===== src/rtl/hazard_controller_if.sv =====
// Decode-side sequencing bus between the MIPS pipeline and hazard_controller.
// master drives the ID/EX/MEM status, slave (the controller) returns the enables and selects.
interface hazard_controller_if #(
    parameter int RW          = 3,
    parameter int STALL_CNT_W = 16
);
    logic                   id_valid;
    logic [RW-1:0]          id_rs;
    logic [RW-1:0]          id_rt;
    logic                   id_use_rs;
    logic                   id_use_rt;
    logic [RW-1:0]          id_dst;
    logic                   id_wr_en;
    logic                   id_is_load;
    logic                   ex_branch_taken;
    logic                   mem_busy;
    logic                   pc_en;
    logic                   ifid_en;
    logic                   ifid_flush;
    logic                   idex_bubble;
    logic [1:0]             ex_fwd_a;
    logic [1:0]             ex_fwd_b;
    logic [STALL_CNT_W-1:0] stall_cnt;

    modport master (
        output id_valid, id_rs, id_rt, id_use_rs, id_use_rt, id_dst, id_wr_en,
               id_is_load, ex_branch_taken, mem_busy,
        input  pc_en, ifid_en, ifid_flush, idex_bubble, ex_fwd_a, ex_fwd_b, stall_cnt
    );

    modport slave (
        input  id_valid, id_rs, id_rt, id_use_rs, id_use_rt, id_dst, id_wr_en,
               id_is_load, ex_branch_taken, mem_busy,
        output pc_en, ifid_en, ifid_flush, idex_bubble, ex_fwd_a, ex_fwd_b, stall_cnt
    );
endinterface


===== src/rtl/hazard_controller.sv =====
// Hazard/sequencing controller for the 16-bit 5-stage MIPS core.
// FORWARDING_EN defined: EX forwarding, only load-use stalls; undefined: stall until producer hits WB.
module hazard_controller #(
    parameter int RW          = 3,
    parameter int STALL_CNT_W = 16
) (
    input  logic               clk,
    input  logic               rst,
    hazard_controller_if.slave bus
);

    typedef enum logic [1:0] {
        RUN        = 2'd0,
        LOAD_STALL = 2'd1,
        FLUSH      = 2'd2,
        MEM_WAIT   = 2'd3
    } state_t;

    // Shadow pipeline: _p0 = EX, _p1 = MEM, _p2 = WB
    logic          r_vld_p0, r_vld_p1, r_vld_p2;
    logic [RW-1:0] r_dst_p0, r_dst_p1, r_dst_p2;
    logic          r_wr_p0,  r_wr_p1,  r_wr_p2;
    logic          r_ld_p0,  r_ld_p1,  r_ld_p2;

    logic [STALL_CNT_W-1:0] r_stall_cnt;

    state_t w_state;
    logic   w_pc_en;
    logic   w_ifid_en;
    logic   w_ifid_flush;
    logic   w_idex_bubble;
    logic   w_ex_rs, w_ex_rt, w_mem_rs, w_mem_rt;
    logic   w_hazard;

    function automatic logic src_match(
        input logic          use_src,
        input logic [RW-1:0] src,
        input logic          vld,
        input logic [RW-1:0] dst,
        input logic          wr
    );
        return use_src && vld && wr && (src != '0) && (src == dst);
    endfunction

    function automatic logic [STALL_CNT_W-1:0] sat_inc(input logic [STALL_CNT_W-1:0] cnt);
        return (&cnt) ? cnt : cnt + {{(STALL_CNT_W-1){1'b0}}, 1'b1};
    endfunction

    assign w_ex_rs  = src_match(bus.id_use_rs, bus.id_rs, r_vld_p0, r_dst_p0, r_wr_p0);
    assign w_ex_rt  = src_match(bus.id_use_rt, bus.id_rt, r_vld_p0, r_dst_p0, r_wr_p0);
    assign w_mem_rs = src_match(bus.id_use_rs, bus.id_rs, r_vld_p1, r_dst_p1, r_wr_p1);
    assign w_mem_rt = src_match(bus.id_use_rt, bus.id_rt, r_vld_p1, r_dst_p1, r_wr_p1);

`ifdef FORWARDING_EN
    assign w_hazard = bus.id_valid && r_ld_p0 && (w_ex_rs || w_ex_rt);
`else
    assign w_hazard = bus.id_valid && (w_ex_rs || w_ex_rt || w_mem_rs || w_mem_rt);
`endif

    // The decision is re-derived every cycle from live inputs and shadow contents
    always_comb begin
        w_state       = RUN;
        w_pc_en       = 1'b1;
        w_ifid_en     = 1'b1;
        w_ifid_flush  = 1'b0;
        w_idex_bubble = 1'b0;

        if (bus.mem_busy) begin
            w_state = MEM_WAIT;
        end else if (bus.ex_branch_taken) begin
            w_state = FLUSH;
        end else if (w_hazard) begin
            w_state = LOAD_STALL;
        end

        case (w_state)
            LOAD_STALL: begin
                w_pc_en       = 1'b0;
                w_ifid_en     = 1'b0;
                w_idex_bubble = 1'b1;
            end
            FLUSH: begin
                w_ifid_flush  = 1'b1;
                w_idex_bubble = 1'b1;
            end
            MEM_WAIT: begin
                w_pc_en   = 1'b0;
                w_ifid_en = 1'b0;
            end
            default: ;
        endcase

        if (rst) begin
            w_pc_en       = 1'b0;
            w_ifid_en     = 1'b0;
            w_ifid_flush  = 1'b1;
            w_idex_bubble = 1'b1;
        end
    end

    // ID -> EX -> MEM -> WB shadow advance; everything holds while memory is busy
    always_ff @(posedge clk) begin
        if (rst) begin
            r_vld_p0 <= 1'b0;
            r_vld_p1 <= 1'b0;
            r_vld_p2 <= 1'b0;
        end else if (!bus.mem_busy) begin
            r_vld_p0 <= bus.id_valid && !w_idex_bubble;
            r_vld_p1 <= r_vld_p0;
            r_vld_p2 <= r_vld_p1;
        end
    end

    always_ff @(posedge clk) begin
        if (!bus.mem_busy) begin
            r_dst_p0 <= bus.id_dst;
            r_wr_p0  <= bus.id_wr_en;
            r_ld_p0  <= bus.id_is_load;
            r_dst_p1 <= r_dst_p0;
            r_wr_p1  <= r_wr_p0;
            r_ld_p1  <= r_ld_p0;
            r_dst_p2 <= r_dst_p1;
            r_wr_p2  <= r_wr_p1;
            r_ld_p2  <= r_ld_p1;
        end
    end

    always_ff @(posedge clk) begin
        if (rst) begin
            r_stall_cnt <= '0;
        end else if (!w_pc_en) begin
            r_stall_cnt <= sat_inc(r_stall_cnt);
        end
    end

`ifdef FORWARDING_EN
    logic [1:0] r_fwd_a_p0, r_fwd_b_p0;

    function automatic logic [1:0] fwd_sel(input logic ex_hit, input logic mem_hit);
        return ex_hit ? 2'b01 : (mem_hit ? 2'b10 : 2'b00);
    endfunction

    always_ff @(posedge clk) begin
        if (rst) begin
            r_fwd_a_p0 <= 2'b00;
            r_fwd_b_p0 <= 2'b00;
        end else if (!bus.mem_busy) begin
            if (w_idex_bubble || !bus.id_valid) begin
                r_fwd_a_p0 <= 2'b00;
                r_fwd_b_p0 <= 2'b00;
            end else begin
                r_fwd_a_p0 <= fwd_sel(w_ex_rs, w_mem_rs);
                r_fwd_b_p0 <= fwd_sel(w_ex_rt, w_mem_rt);
            end
        end
    end

    assign bus.ex_fwd_a = r_fwd_a_p0;
    assign bus.ex_fwd_b = r_fwd_b_p0;

    // WB never raises a hazard (write-before-read regfile); is_load only matters in EX
    logic w_unused_shadow;
    assign w_unused_shadow = ^{r_vld_p2, r_dst_p2, r_wr_p2, r_ld_p2, r_ld_p1};
`else
    assign bus.ex_fwd_a = 2'b00;
    assign bus.ex_fwd_b = 2'b00;

    logic w_unused_shadow;
    assign w_unused_shadow = ^{r_vld_p2, r_dst_p2, r_wr_p2, r_ld_p2, r_ld_p1, r_ld_p0};
`endif

    assign bus.pc_en       = w_pc_en;
    assign bus.ifid_en     = w_ifid_en;
    assign bus.ifid_flush  = w_ifid_flush;
    assign bus.idex_bubble = w_idex_bubble;
    assign bus.stall_cnt   = r_stall_cnt;

endmodule


===== src/flat_wrapper.sv =====
// flat-port wrapper written by rule: the top's interface ports become plain ports
module hazard_controller_flat 
#(
    parameter int RW          = 3,
    parameter int STALL_CNT_W = 16
)
  (clk, rst, bus_id_valid, bus_id_rs, bus_id_rt, bus_id_use_rs, bus_id_use_rt, bus_id_dst, bus_id_wr_en, bus_id_is_load, bus_ex_branch_taken, bus_mem_busy, bus_pc_en, bus_ifid_en, bus_ifid_flush, bus_idex_bubble, bus_ex_fwd_a, bus_ex_fwd_b, bus_stall_cnt);
  hazard_controller_if #(.RW(RW), .STALL_CNT_W(STALL_CNT_W)) bus_i ();
  input  logic clk;
  input  logic rst;
  input wire logic [$bits(bus_i.id_valid)-1:0] bus_id_valid;
  input wire logic [$bits(bus_i.id_rs)-1:0] bus_id_rs;
  input wire logic [$bits(bus_i.id_rt)-1:0] bus_id_rt;
  input wire logic [$bits(bus_i.id_use_rs)-1:0] bus_id_use_rs;
  input wire logic [$bits(bus_i.id_use_rt)-1:0] bus_id_use_rt;
  input wire logic [$bits(bus_i.id_dst)-1:0] bus_id_dst;
  input wire logic [$bits(bus_i.id_wr_en)-1:0] bus_id_wr_en;
  input wire logic [$bits(bus_i.id_is_load)-1:0] bus_id_is_load;
  input wire logic [$bits(bus_i.ex_branch_taken)-1:0] bus_ex_branch_taken;
  input wire logic [$bits(bus_i.mem_busy)-1:0] bus_mem_busy;
  output wire logic [$bits(bus_i.pc_en)-1:0] bus_pc_en;
  output wire logic [$bits(bus_i.ifid_en)-1:0] bus_ifid_en;
  output wire logic [$bits(bus_i.ifid_flush)-1:0] bus_ifid_flush;
  output wire logic [$bits(bus_i.idex_bubble)-1:0] bus_idex_bubble;
  output wire logic [$bits(bus_i.ex_fwd_a)-1:0] bus_ex_fwd_a;
  output wire logic [$bits(bus_i.ex_fwd_b)-1:0] bus_ex_fwd_b;
  output wire logic [$bits(bus_i.stall_cnt)-1:0] bus_stall_cnt;
  assign bus_i.id_valid = bus_id_valid;
  assign bus_i.id_rs = bus_id_rs;
  assign bus_i.id_rt = bus_id_rt;
  assign bus_i.id_use_rs = bus_id_use_rs;
  assign bus_i.id_use_rt = bus_id_use_rt;
  assign bus_i.id_dst = bus_id_dst;
  assign bus_i.id_wr_en = bus_id_wr_en;
  assign bus_i.id_is_load = bus_id_is_load;
  assign bus_i.ex_branch_taken = bus_ex_branch_taken;
  assign bus_i.mem_busy = bus_mem_busy;
  assign bus_pc_en = bus_i.pc_en;
  assign bus_ifid_en = bus_i.ifid_en;
  assign bus_ifid_flush = bus_i.ifid_flush;
  assign bus_idex_bubble = bus_i.idex_bubble;
  assign bus_ex_fwd_a = bus_i.ex_fwd_a;
  assign bus_ex_fwd_b = bus_i.ex_fwd_b;
  assign bus_stall_cnt = bus_i.stall_cnt;
  hazard_controller #(.RW(RW), .STALL_CNT_W(STALL_CNT_W)) u_core (.clk(clk), .rst(rst), .bus(bus_i));
endmodule

===== config.mk =====
export PLATFORM = sky130hd
export DESIGN_NAME = hazard_controller_flat
export DESIGN_NICKNAME = d
export VERILOG_FILES = /design/src/rtl/hazard_controller_if.sv /design/src/rtl/hazard_controller.sv /design/src/flat_wrapper.sv
export SDC_FILE = /design/constraint.sdc
export NUM_CORES = 1
export LEC_CHECK = 0
export ABC_CLOCK_PERIOD_IN_PS = 2300
export CAP_MARGIN = 15
export CORE_MARGIN = 3
export CORE_UTILIZATION = 42
export DETAILED_ROUTE_END_ITERATION = 16
export GPL_TIMING_DRIVEN = 0
export PLACE_DENSITY = 0.76
export SYNTH_ARGS = -nofsm -noshare
export SYNTH_HDL_FRONTEND = slang
export SYNTH_SLANG_ARGS = --single-unit

===== constraint.sdc =====
create_clock -name clk -period 2.3 [get_ports clk]
set_clock_uncertainty 0.2 [all_clocks]
set_input_delay 0.345 -clock clk [delete_from_list [all_inputs] [get_ports clk]]
set_output_delay 0.345 -clock clk [all_outputs]
set_load 0.02 [all_outputs]

After elaboration in Yosys (flattened, before gate mapping). Cells that the tools add are included.

Flip-flop bits (word level): 26. Output and inout port bits: 24. Input bits: 18. Logic and storage cells: 54.

$add $sub $neg: 1. Mux-type cells: 9. Reduce and logical (&&, ||, !) cells: 28. Bitwise logic cells: 2. Equality and inequality tests: 7.

Operators by type and width (count): $logic_and A1 B1 Y1 (18); $add A16 B1 Y16 const B (1); $reduce_and A16 Y1 (1); $eq A3 B3 Y1 (4); $mux W1 (7); $reduce_bool A3 Y1 (2); $eq A2 B2 Y1 const B (2); $mux W2 (2); $reduce_or A2 Y1 (2); $logic_or A1 B1 Y1 (3); $eq A2 B1 Y1 const B (1); $not A1 Y1 (2); $reduce_and A2 Y1 (1); $logic_not A1 Y1 (1).

Logic depth before layout (Yosys ltp).
Depth in word-level cells: 17. Depth in mapped cells: 8. Mapped depth without buffers: 7.

Worst setup path after synthesis. OpenSTA, ideal clock, no wires.

Path kind: register -> output. Start point: register u_core.r_dst_p0[2]. End point: output bus_pc_en. Buffers on the path: 1. Slack: -0.007 ns. Cell stages (with the launch flop): 7. Required time: 1.755 ns. Arrival time: 1.762 ns. Cells stage by stage: edfxtp_1 xor2_1 nor4_1 o21ai_1 a31oi_4 nor3_1 buf_4.

Word-level cells in the longest chain between the ends: 13. Elaborated cells between the ends (all ways): 16. Those cells by class: eq/ne: 4; mux: 5; reduce/logical: 7.

RTL lines: start: declaration (line hazard_controller.sv:21) `logic [RW-1:0] r_dst_p0, r_dst_p1, r_dst_p2;`; start signal: assignment (line hazard_controller.sv:116) `r_dst_p0 <= bus.id_dst;`; $eq A3 B3 Y1 (line hazard_controller.sv:42) `return use_src && vld && wr && (src != '0) && (src == dst);`; $logic_and A1 B1 Y1 (line hazard_controller.sv:42); $logic_or A1 B1 Y1 (*) (3 in a row) (line hazard_controller.sv:57) `assign w_hazard = bus.id_valid && (w_ex_rs || w_ex_rt || w_mem_rs || w_mem_rt);`; $logic_and A1 B1 Y1 (*) (line hazard_controller.sv:57); $mux W1 (*) (line hazard_controller.sv:72) `end else if (w_hazard) begin`; $mux W2 (*) (line hazard_controller.sv:70) `end else if (bus.ex_branch_taken) begin`; $mux W2 (*) (line hazard_controller.sv:68) `if (bus.mem_busy) begin`; $eq A2 B2 Y1 or $eq A2 B1 Y1 (tied branches); $reduce_or A2 Y1 (no source line) (*); $mux W1 (*) (2 in a row); end: declaration (line flat_wrapper.sv:21) `output wire logic [$bits(bus_i.pc_en)-1:0] bus_pc_en;`.

Every way passes the cells marked *; elsewhere a longest branch is shown, timed or not.

Worst setup path in the final report.
Start point: register u_core.r_dst_p0[0]. End point: output bus_pc_en.

Word-level cells in the longest chain between the ends: 13. Elaborated cells between the ends (all ways): 16. Those cells by class: eq/ne: 4; mux: 5; reduce/logical: 7.

RTL lines: $eq A3 B3 Y1 (line hazard_controller.sv:42); $logic_and A1 B1 Y1 (line hazard_controller.sv:42); $logic_or A1 B1 Y1 (*) (3 in a row) (line hazard_controller.sv:57); $logic_and A1 B1 Y1 (*) (line hazard_controller.sv:57); $mux W1 (*) (line hazard_controller.sv:72); $mux W2 (*) (line hazard_controller.sv:70); $mux W2 (*) (line hazard_controller.sv:68); $eq A2 B2 Y1 or $eq A2 B1 Y1 (tied branches) (line hazard_controller.sv:76) `case (w_state)`; $reduce_or A2 Y1 (no source line) (*); $mux W1 (*) (line hazard_controller.sv:76); $mux W1 (*) (line hazard_controller.sv:93) `if (rst) begin`.

Marks and branches as above.

==> metrics.txt <==
most frequent cells in the layout 25 x clkdlybuf4s50_1, 18 x dfxtp_1, 13 x buf_4; CP startpoint u_core.r_dst_p0[0]$_DFFE_PN_; Critical Path Start Type flop; insertion delay to the later sink of the worst-skew pair around 0.31 ns; Slowest-stage cell, CP edfxtp_1; Crit Path Max Fanout 2; register area share after synthesis 0.4364; Leak ~0.69 nW; hold_buf cts 0; Final WS setup -0.2770 ns; Worst R2R Path Depth 8; vias per cell 5.482; # fillers about 260; CTS tree yes; Async S/R FF share, synth 0; layout cells sized above 1 0.2217; drt initial violations 50; CTS sink count 26; EDFF count, synth 8; Critical Path AT slightly above 2 ns; largest net degree at the start of global routing 15; total CTS buffers 3; die area around 4000 um^2; gpl congestion around 0.80; Clock Path Buffers 2; DP Wirelength approximately 2500 um; syn_area_per_cell about 9 um^2; Die X 63.25 um; Seq cells post-synth 26; Area Growth Syn to Fin 45.64%; Critical Path Stages 7; status complete, but fails checks; f_max ~390 MHz; actual slew at the worst max-slew pin around 0.56 ns; Mapped Cells 149; FF-to-FF End u_core.bus.stall_cnt[9]$_SDFFE_PP0P_; Max stage delay on crit path around 0.42 ns; final-stage net count 223; Max Cap Viol 0; residual DRC count 0; Sum Neg Setup Slack -3.013 ns; die height about 63 um; number of global-route vias before repair 1282; endpoints failing setup 19; Synth cell types 38; final hold vios 0; minimum clock period about 2.6 ns; clock share of power 0.219; Crit Path Category reg -> out; H-Tree Depth 1; FF-to-FF Start u_core.r_dst_p0[0]$_DFFE_PN_; diodes inserted 0; top_reg_cell synth dfxtp_1; Tcrit/Tclk final 1.120; drt wl/cell roughly 15 um; clk slew on worst S/H paths between 0.1 and 0.15 ns; crit path cell chain buf_4 > or3_1 > a211o_1 > a31oi_4 > nor3_2 > buf_4 > buf_6; total iterations of the first detailed-routing run 4; required time worst endpoint 1.75 ns; area leader, netlist dfxtp_1; Setup Slack @ Placement -0.8375 ns; Pwr Density ~430 nW/um^2; placeable core area 3078 um^2; RSZ-0062 raised after global routing yes; NetSw 0.0002282 W; CP Capture Type output pin; DRT antenna net count 0; CP dominant cell by count buf_4; Cell Rows 20; commonest non-fill, non-tap cell in the layout clkdlybuf4s50_1; IO Pins 42; Max Slew Vio Count 0; Hold Slack about 0.21 ns; Initial Utilization 0.4472; Logic pwr share 0.194; vias 1354; first-pass GRT wire length 6072 um; initial antenna violation count 0; synthesized area 1376 um^2; delay-heaviest family, CP compound AO/OA/AOI/OAI gates; top cells by area, synth dfxtp_1 26%, edfxtp_1 17%, a21oi_1 5.5%; Sw Share 0.2621; overflow left after global routing 0; end of the critical path bus_pc_en; port bufs 35; drt total wl between 3000 and 4000 um; top-area cell type share of the netlist area 0.2618; slack of the worst reg-to-reg path -0.24 ns; failing checks negative setup slack; sequential power share 0.588; Internal between 0.0006 and 0.0007 W; Syn. warnings 0; WP buf/inv 3; worst hold path class in -> reg; Clock Tree Root clkbuf_4; Worst slew margin 0.6268; worst vdd ir ~0.00033 V; All-Layer GR Usage 0.1861
==> registers in the layout, indices dropped and copies added (netlist names) <==
register              cells
u_core.bus.stall_cnt     16
u_core.r_dst_p0           3
u_core.r_dst_p1           3
u_core.r_vld_p0           1
u_core.r_vld_p1           1
u_core.r_wr_p0            1
u_core.r_wr_p1            1
==> worst min path at each step <==
stage | slack, ns | startpoint | cells past startpoint | to
final | 0.21 | bus_mem_busy | 3 | u_core.r_vld_p1$_SDFFE_PP0N_
after global routing | 0.22 | bus_mem_busy | 3 | u_core.r_vld_p0$_SDFFE_PP0N_
after CTS | 0.19 | bus_mem_busy | 3 | u_core.r_vld_p1$_SDFFE_PP0N_
after detailed placement | 0.30 | u_core.bus.stall_cnt[9]$_SDFFE_PP0P_ | 2 | u_core.bus.stall_cnt[9]$_SDFFE_PP0P_
after global placement | 0.28 | u_core.bus.stall_cnt[9]$_SDFFE_PP0P_ | 2 | u_core.bus.stall_cnt[9]$_SDFFE_PP0P_
after floorplan | 0.24 | bus_id_dst[0] | 0 | u_core.r_dst_p0[0]$_DFFE_PN_
==> Yosys cell counts (2+ instances only) <==
master	n
a21oi_1	15
o21ai_0	12
o31a_1	2
inv_1	3
nor2_1	6
nor3_1	3
xor2_1	8
or4_1	2
dfxtp_1	18
a211o_1	2
nand4b_1	2
o31ai_1	2
buf_4	6
nand4_1	6
edfxtp_1	8
nor4_1	2
and4_1	2
or3_1	12
xnor2_1	3
nand2_1	11
nand3_1	7
==> power groups by stage <==
stage	clock network, W	logic, W	registers [W]
floorplan	0	0.0000728	0.000522
global placement	0	0.000137	0.000521
detailed placement	0	0.000142	0.000522
CTS	0.000200	0.000157	0.000510
global route	0.000223	0.000179	0.000514
finish	0.000191	0.000169	0.000512
==> area by class of cell <==
cell class	count	area, um^2	share of cell area
Clock buffer	4	26.28	0.01311
Timing Repair Buffer	46	440.4	0.2197
Multi-Input combinational cell	114	795.8	0.3970
Buffer	10	75.07	0.03745
Inverter	3	11.26	0.005618
Sequential cell	26	600.6	0.2996
Tap cell	44	55.05	0.02747
==> layer usage <==
layer	wire length, um	vias to the layer above	track usage
li1	-	663	-
met1	1695	650	0.2428
met2	1849	39	0.3149
met3	192	2	0.03387
met4	18	0	0.05121
met5	0	-	0
==> timing repair <==
action | CTS | global route
cloned | 3 | 0
resized for setup | 26 | 26
endpoints found under the setup margin | 19 | 20
endpoints found under the hold margin | 0 | 0
setup buffers | 8 | 2
pin swaps | 12 | 33
==> worst reg2reg max path, delay by kind of cell (launching register included) <==
kind            cells  cell delay (ns)
compound gates      4             0.74
buf+inv             2             0.31
flops               1             0.42
simple gates        2             0.81
==> per-stage QoR <==
stage,cells,utilization,instance area (um^2),power [W]
global route,247,0.6512,2004,0.0009152
global placement,231,0.5841,1798,0.0006581
CTS,246,0.6211,1912,0.0008680
finish,247,0.6512,2004,0.0008708
detailed placement,231,0.5841,1798,0.0006641
floorplan,152,-,1393,0.0005947
==> cells by family (layout without fill, tap and decap cells) <==
logic type	Yosys count	in the layout	synth area share
and+or+nand+nor	57	57	0.2309
AOI/OAI and AO/OA	39	40	0.1855
DFF	26	26	0.4364
buffers and inverters	13	63	0.05817
xor gates and xnor gates	11	11	0.07001
adders and majority gates	1	1	0.009089
other	1	4	0.002725
muxes	1	1	0.007273
Power figures use the tool's default switching activity.
